`config.mk`:
```
export PLATFORM = sky130hd
export DESIGN_NAME = sap_board
export DESIGN_NICKNAME = d
export VERILOG_FILES = /design/src/rtl/sap_board.sv
export SDC_FILE = /design/constraint.sdc
export NUM_CORES = 1
export LEC_CHECK = 0
export ABC_CLOCK_PERIOD_IN_PS = 4500
export CAP_MARGIN = 5
export CORE_AREA = 2 2 132 166
export CTS_BUF_LIST = sky130_fd_sc_hd__clkbuf_4 sky130_fd_sc_hd__clkbuf_8
export CTS_CLUSTER_DIAMETER = 30
export DETAILED_ROUTE_END_ITERATION = 10
export DIE_AREA = 0 0 134 168
export GPL_TIMING_DRIVEN = 0
export PLACE_DENSITY = 0.5
export RECOVER_POWER = 25
export SLEW_MARGIN = 10
export SYNTH_ARGS = -nofsm -noshare
export SYNTH_HDL_FRONTEND = slang
export SYNTH_SLANG_ARGS = --single-unit
```
`constraint.sdc`:
```
create_clock -name clk -period 4.5 [get_ports clk]
set_clock_uncertainty 0.1 [all_clocks]
set_input_delay 0.9 -clock clk [delete_from_list [all_inputs] [get_ports clk]]
set_output_delay 0.9 -clock clk [all_outputs]
set_load 0.02 [all_outputs]
```
`src/rtl/sap_board.sv`:
```
`default_nettype none
// +--------------------------------------------------------------------+
// | sap_board : 8-bit SAP-1 style CPU with a 16x8 program/data RAM      |
// | rev 1.0                                                            |
// +--------------------------------------------------------------------+

module sap_ram (
    input  logic       clk,
    input  logic       we,
    input  logic [3:0] waddr,
    input  logic [7:0] wdata,
    input  logic [3:0] raddr,
    output logic [7:0] rdata
);
    logic [7:0] mem [0:15];

    always_ff @(posedge clk) begin
        if (we) mem[waddr] <= wdata;
    end

    assign rdata = mem[raddr];
endmodule

module sap_board (
    input  logic       clk,
    input  logic       clr_n,
    input  logic       hlt,
    input  logic       prog_we,
    input  logic [3:0] prog_addr,
    input  logic [7:0] prog_data,
    output logic [7:0] out_data,
    output logic       out_valid,
    output logic       halted
);
    localparam logic [2:0] c_T0 = 3'd0;
    localparam logic [2:0] c_T1 = 3'd1;
    localparam logic [2:0] c_T2 = 3'd2;
    localparam logic [2:0] c_T3 = 3'd3;
    localparam logic [2:0] c_T4 = 3'd4;

    localparam logic [3:0] c_OP_LDA = 4'h1;
    localparam logic [3:0] c_OP_ADD = 4'h2;
    localparam logic [3:0] c_OP_SUB = 4'h3;
    localparam logic [3:0] c_OP_STA = 4'h4;
    localparam logic [3:0] c_OP_LDI = 4'h5;
    localparam logic [3:0] c_OP_JMP = 4'h6;
    localparam logic [3:0] c_OP_JC  = 4'h7;
    localparam logic [3:0] c_OP_JZ  = 4'h8;
    localparam logic [3:0] c_OP_OUT = 4'hE;
    localparam logic [3:0] c_OP_HLT = 4'hF;

    logic [3:0] r_pc;
    logic [3:0] r_mar;
    logic [7:0] r_ir;
    logic [7:0] r_a;
    logic [7:0] r_b;
    logic [7:0] r_out;
    logic       r_c;
    logic       r_z;
    logic [2:0] r_step;
    logic       r_halted;
    logic       r_out_valid;

    logic [3:0] w_opcode;
    logic [3:0] w_operand;
    logic [7:0] w_rdata;
    logic [7:0] w_b_op;
    logic [8:0] w_sum;
    logic       w_run;
    logic       w_sta_we;
    logic       w_ram_we;
    logic [3:0] w_ram_waddr;
    logic [7:0] w_ram_wdata;

    assign w_opcode  = r_ir[7:4];
    assign w_operand = r_ir[3:0];
    assign w_run     = !hlt && !r_halted;

    // SUB is A + ~B + 1, so the carry out reads as "no borrow"
    assign w_b_op = (w_opcode == c_OP_SUB) ? ~r_b : r_b;
    assign w_sum  = {1'b0, r_a} + {1'b0, w_b_op} + {8'd0, (w_opcode == c_OP_SUB)};

    // Program port takes priority over an STA landing on the same edge
    assign w_sta_we    = w_run && (r_step == c_T3) && (w_opcode == c_OP_STA);
    assign w_ram_we    = prog_we || w_sta_we;
    assign w_ram_waddr = prog_we ? prog_addr : r_mar;
    assign w_ram_wdata = prog_we ? prog_data : r_a;

    sap_ram rm (
        .clk   (clk),
        .we    (w_ram_we),
        .waddr (w_ram_waddr),
        .wdata (w_ram_wdata),
        .raddr (r_mar),
        .rdata (w_rdata)
    );

    always_ff @(posedge clk or negedge clr_n) begin
        if (!clr_n) begin
            r_pc        <= 4'h0;
            r_mar       <= 4'h0;
            r_ir        <= 8'h00;
            r_a         <= 8'h00;
            r_b         <= 8'h00;
            r_out       <= 8'h00;
            r_c         <= 1'b0;
            r_z         <= 1'b0;
            r_step      <= c_T0;
            r_halted    <= 1'b0;
            r_out_valid <= 1'b0;
        end else if (!w_run) begin
            r_out_valid <= 1'b0;
        end else begin
            r_out_valid <= 1'b0;
            r_step      <= (r_step >= c_T4) ? c_T0 : r_step + 3'd1;
            case (r_step)
                c_T0: r_mar <= r_pc;
                c_T1: begin
                    r_ir <= w_rdata;
                    r_pc <= r_pc + 4'd1;
                end
                c_T2: begin
                    case (w_opcode)
                        c_OP_LDA, c_OP_ADD, c_OP_SUB, c_OP_STA: r_mar <= w_operand;
                        c_OP_LDI: r_a <= {4'h0, w_operand};
                        c_OP_JMP: r_pc <= w_operand;
                        c_OP_JC:  if (r_c) r_pc <= w_operand;
                        c_OP_JZ:  if (r_z) r_pc <= w_operand;
                        c_OP_OUT: begin
                            r_out       <= r_a;
                            r_out_valid <= 1'b1;
                        end
                        c_OP_HLT: r_halted <= 1'b1;
                        default: ;
                    endcase
                end
                c_T3: begin
                    case (w_opcode)
                        c_OP_LDA:           r_a <= w_rdata;
                        c_OP_ADD, c_OP_SUB: r_b <= w_rdata;
                        default: ;
                    endcase
                end
                c_T4: begin
                    if (w_opcode == c_OP_ADD || w_opcode == c_OP_SUB) begin
                        r_a <= w_sum[7:0];
                        r_c <= w_sum[8];
                        r_z <= (w_sum[7:0] == 8'h00);
                    end
                end
                default: ;
            endcase
        end
    end

    assign out_data  = r_out;
    assign out_valid = r_out_valid && !hlt;
    assign halted    = r_halted;
endmodule

`default_nettype wire

```
==> flow_metrics.tcl <==
set metrics [dict create \
    grt_pass1_vias 4553 \
    rows 60 \
    cts_hold_buf 0 \
    synth-edff-count 128 \
    place_congestion 0.832 \
    path_class "primary input to flop" \
    drc 0 \
    crit_path_frequent_cell "nor2_1" \
    post-synth-top-area-cell "edfxtp_1" \
    cpPeakStageDelay_ns 0.91 \
    fin_tns_setup_ns 0 \
    hp-class "flop to flop" \
    violations "capacitance limit, slew limit" \
    die_h_um 168 \
    cts_tree "built" \
    slew_headroom_pct -9.31 \
    postSynth.asyncResetShare_pct 26.9 \
    synth_nets 529 \
    synth_seq_cells 175 \
    final_cell_mix "edfxtp_1, nand2_1, dfrtp_1" \
    yosys.area.top_type_share_pct 49.2 \
    cts_setup_buffers 0 \
    diodes 0 \
    top_usage_layer "met2" \
    max_freq_mhz 267 \
    p_switching_w 0.000708 \
    power_frac_clock_pct 38.2 \
    swShare_pct 23.4 \
    rsz0062_at_grt "false" \
    grt_max_degree 30 \
    ff2ff_path_depth 8 \
    ant_nets 0 \
    fin_crit_sh_pct 83.2 \
    clock_path_buffers 2 \
    rrSetupSlack_ns 1.23 \
    critical_path_arrival_ns 3.72 \
    yosys_most_used_dff "edfxtp_1" \
    core-area_sq_um 21100 \
    grt_usage_pct 17.1 \
    synth.distinct_cells 56 \
    critPathMaxFanout 10 \
    cts_sinks 175 \
    finalCriticalPeriod_ns 3.74 \
    crit_slowest_cell "nor2_1" \
    overflow 0 \
    netlist_top_cells_area "edfxtp_1, dfrtp_1, mux4_1" \
    path_clk_slew_ns 0.10 \
    vias 4457 \
    synthToLayoutAreaGrowth_pct 13.1 \
    syn-instance-count 499 \
    synth_warnings 0 \
    internal-power_w 0.00232 \
    crit_end "rm.mem[4][2]" \
    setup.worst_path.start_class "primary input" \
    root_buffer "clkbuf_8" \
    avgSynthCellArea_sq_um 15.7 \
    die_w_um 134 \
    cts_buffers 17 \
    drv_cap 1 \
    setup_viol 0 \
    layout.nets 575 \
    port_buffers 25 \
    met1_usage_pct 20.9 \
    synth_area_sq_um 7820 \
    finalHoldViolCount 0 \
    globalRouteMet3Util_pct 3.43 \
    p_comb_share_pct 3.7 \
    met2_usage_pct 30.4 \
    drive_gt1_share_pct 16.1 \
    initial_core_util_pct 37.1 \
    total_power_w 0.00302 \
    nFillCells 1930 \
    startpoint "hlt" \
    max_slew.worst_pin.slew_ns 1.64 \
    irDropWorstVdd_mv 0.205 \
    dp_hpwl_um 12700 \
    endpoint_kind "flop" \
    final_common_cell "edfxtp_1" \
    run_status "finished with violations" \
    wl_per_cell_um 21.9 \
    path_cells "dlygate4sd3_1 > nor2_1 > nand4_1 > o21ai_0 > nand2_1 > nor2_1" \
    htree_levels 4 \
    antenna_found_initial 0 \
    ctsResizeCount 0 \
    drv_slew 30 \
    ios 26 \
    dr.pass1.iters 5 \
    leakagePower_nw 3.13 \
    seq_area_frac_synth_pct 64.2 \
    r2r-end "rm.mem[4][2]" \
    crit_required_ns 4.48 \
    p_per_area_nw_per_um2 342 \
    r2r_start "r_step[2]" \
    grt_pass1_wl_um 27800 \
    insertion_delay_ns 0.46 \
    drt-initial-drc-count 294 \
    pwr-share-seq_pct 58.1 \
    design.die.area_sq_um 22500 \
    viasPerCell 5.32 \
    finalWirelength_um 18300 \
]
-- per-layer routing --
metal | share of wire, % | vias up | routed length [um]
li1 | - | 2026 | -
met1 | 41 | 2297 | 7520
met2 | 53 | 112 | 9780
met3 | 3.6 | 22 | 665
met4 | 1.9 | 0 | 349
met5 | 0 | - | 0
-- power by group through the flow --
stage | logic (W) | clock network, W | registers (W)
after detailed placement | 0.000115 | 0 | 0.00179
after CTS | 0.000115 | 0.00119 | 0.00176
after floorplan | 0.0000559 | 0 | 0.00179
after global routing | 0.000121 | 0.00127 | 0.00176
after global placement | 0.000109 | 0 | 0.00179
final | 0.000111 | 0.00116 | 0.00176
-- worst min-delay path by stage --
stage	from	endpoint	slack, ns	depth (start not counted)
after floorplan	r_a[6]	out_data[6]	0.38	2
after global placement	out_data[7]	out_data[7]	0.36	2
after detailed placement	out_data[1]	out_data[1]	0.36	2
after CTS	clr_n	out_data[5]	0.28	1
after global routing	out_data[4]	out_data[4]	0.41	2
final	out_data[4]	out_data[4]	0.38	2
-- cell type report --
cell class,count,area [sq um],area share (%)
sequential,175,5020,56.7
multi-input combinational,292,2630,29.7
tap,279,349,3.95
timing repair buffer,27,255,2.89
clock buffer,17,234,2.64
clock inverter,15,189,2.14
buffer,21,133,1.50
inverter,11,41.3,0.467
-- cell families after synthesis --
logic type               share of synthesized area (%)
XOR/XNOR                                          1.68
flip-flops                                        64.2
AO/OA/AOI/OAI                                     5.25
multiplexers                                      16.3
adder cells (fa/ha/maj)                           2.34
buffers and inverters                             2.22
AND/OR/NAND/NOR                                   8.00
-- flip-flops by register name (all words and copies together) (netlist names) --
name / cells
halted: 1
out_data: 8
r_a: 8
r_b: 8
r_c: 1
r_ir: 8
r_mar: 4
r_out_valid: 1
r_pc: 4
r_step: 3
r_z: 1
rm.mem: 128
-- through the flow --
stage	cells	utilization, %	hold slack, ns	cell area (sq um)	worst slack, ns
after floorplan	499	-	0.377	7820	1.79
final	837	41.9	0.380	8850	0.756
after detailed placement	805	40.0	0.365	8440	0.401
after global routing	837	41.9	0.413	8850	0.585
after global placement	803	39.9	0.362	8420	0.431
after CTS	837	42.0	0.275	8860	0.891
-- cell usage after synthesis, types with 2 or more instances --
| master | n |
|---|---|
| xor2_1 | 5 |
| nor3b_1 | 3 |
| o21ai_0 | 20 |
| dfrtp_1 | 47 |
| o2111ai_1 | 2 |
| a221o_1 | 2 |
| o22ai_1 | 2 |
| ha_1 | 13 |
| or3_1 | 2 |
| nand2b_1 | 6 |
| a31oi_1 | 5 |
| inv_1 | 11 |
| buf_2 | 4 |
| xnor2_1 | 10 |
| clkbuf_1 | 9 |
| and2_1 | 3 |
| a211oi_1 | 4 |
| nor2_1 | 29 |
| edfxtp_1 | 128 |
| o311ai_0 | 2 |
| nor3_1 | 10 |
| buf_6 | 2 |
| buf_12 | 2 |
| mux2_2 | 25 |
| o21bai_1 | 2 |
| nand3_1 | 7 |
| buf_1 | 3 |
| nand4_1 | 3 |
| mux2i_1 | 3 |
| nand2_1 | 56 |
| mux4_2 | 20 |
| mux4_1 | 19 |
| a21oi_1 | 11 |
| nor2b_1 | 7 |
-- worst max-delay path, delay by kind of cell --
family / cells / cell delay [ns]
buffers and inverters: 1 / 0.58
AO/OA/AOI/OAI: 1 / 0.31
AND/OR/NAND/NOR: 4 / 1.93
(Power assumes the default switching activity.)
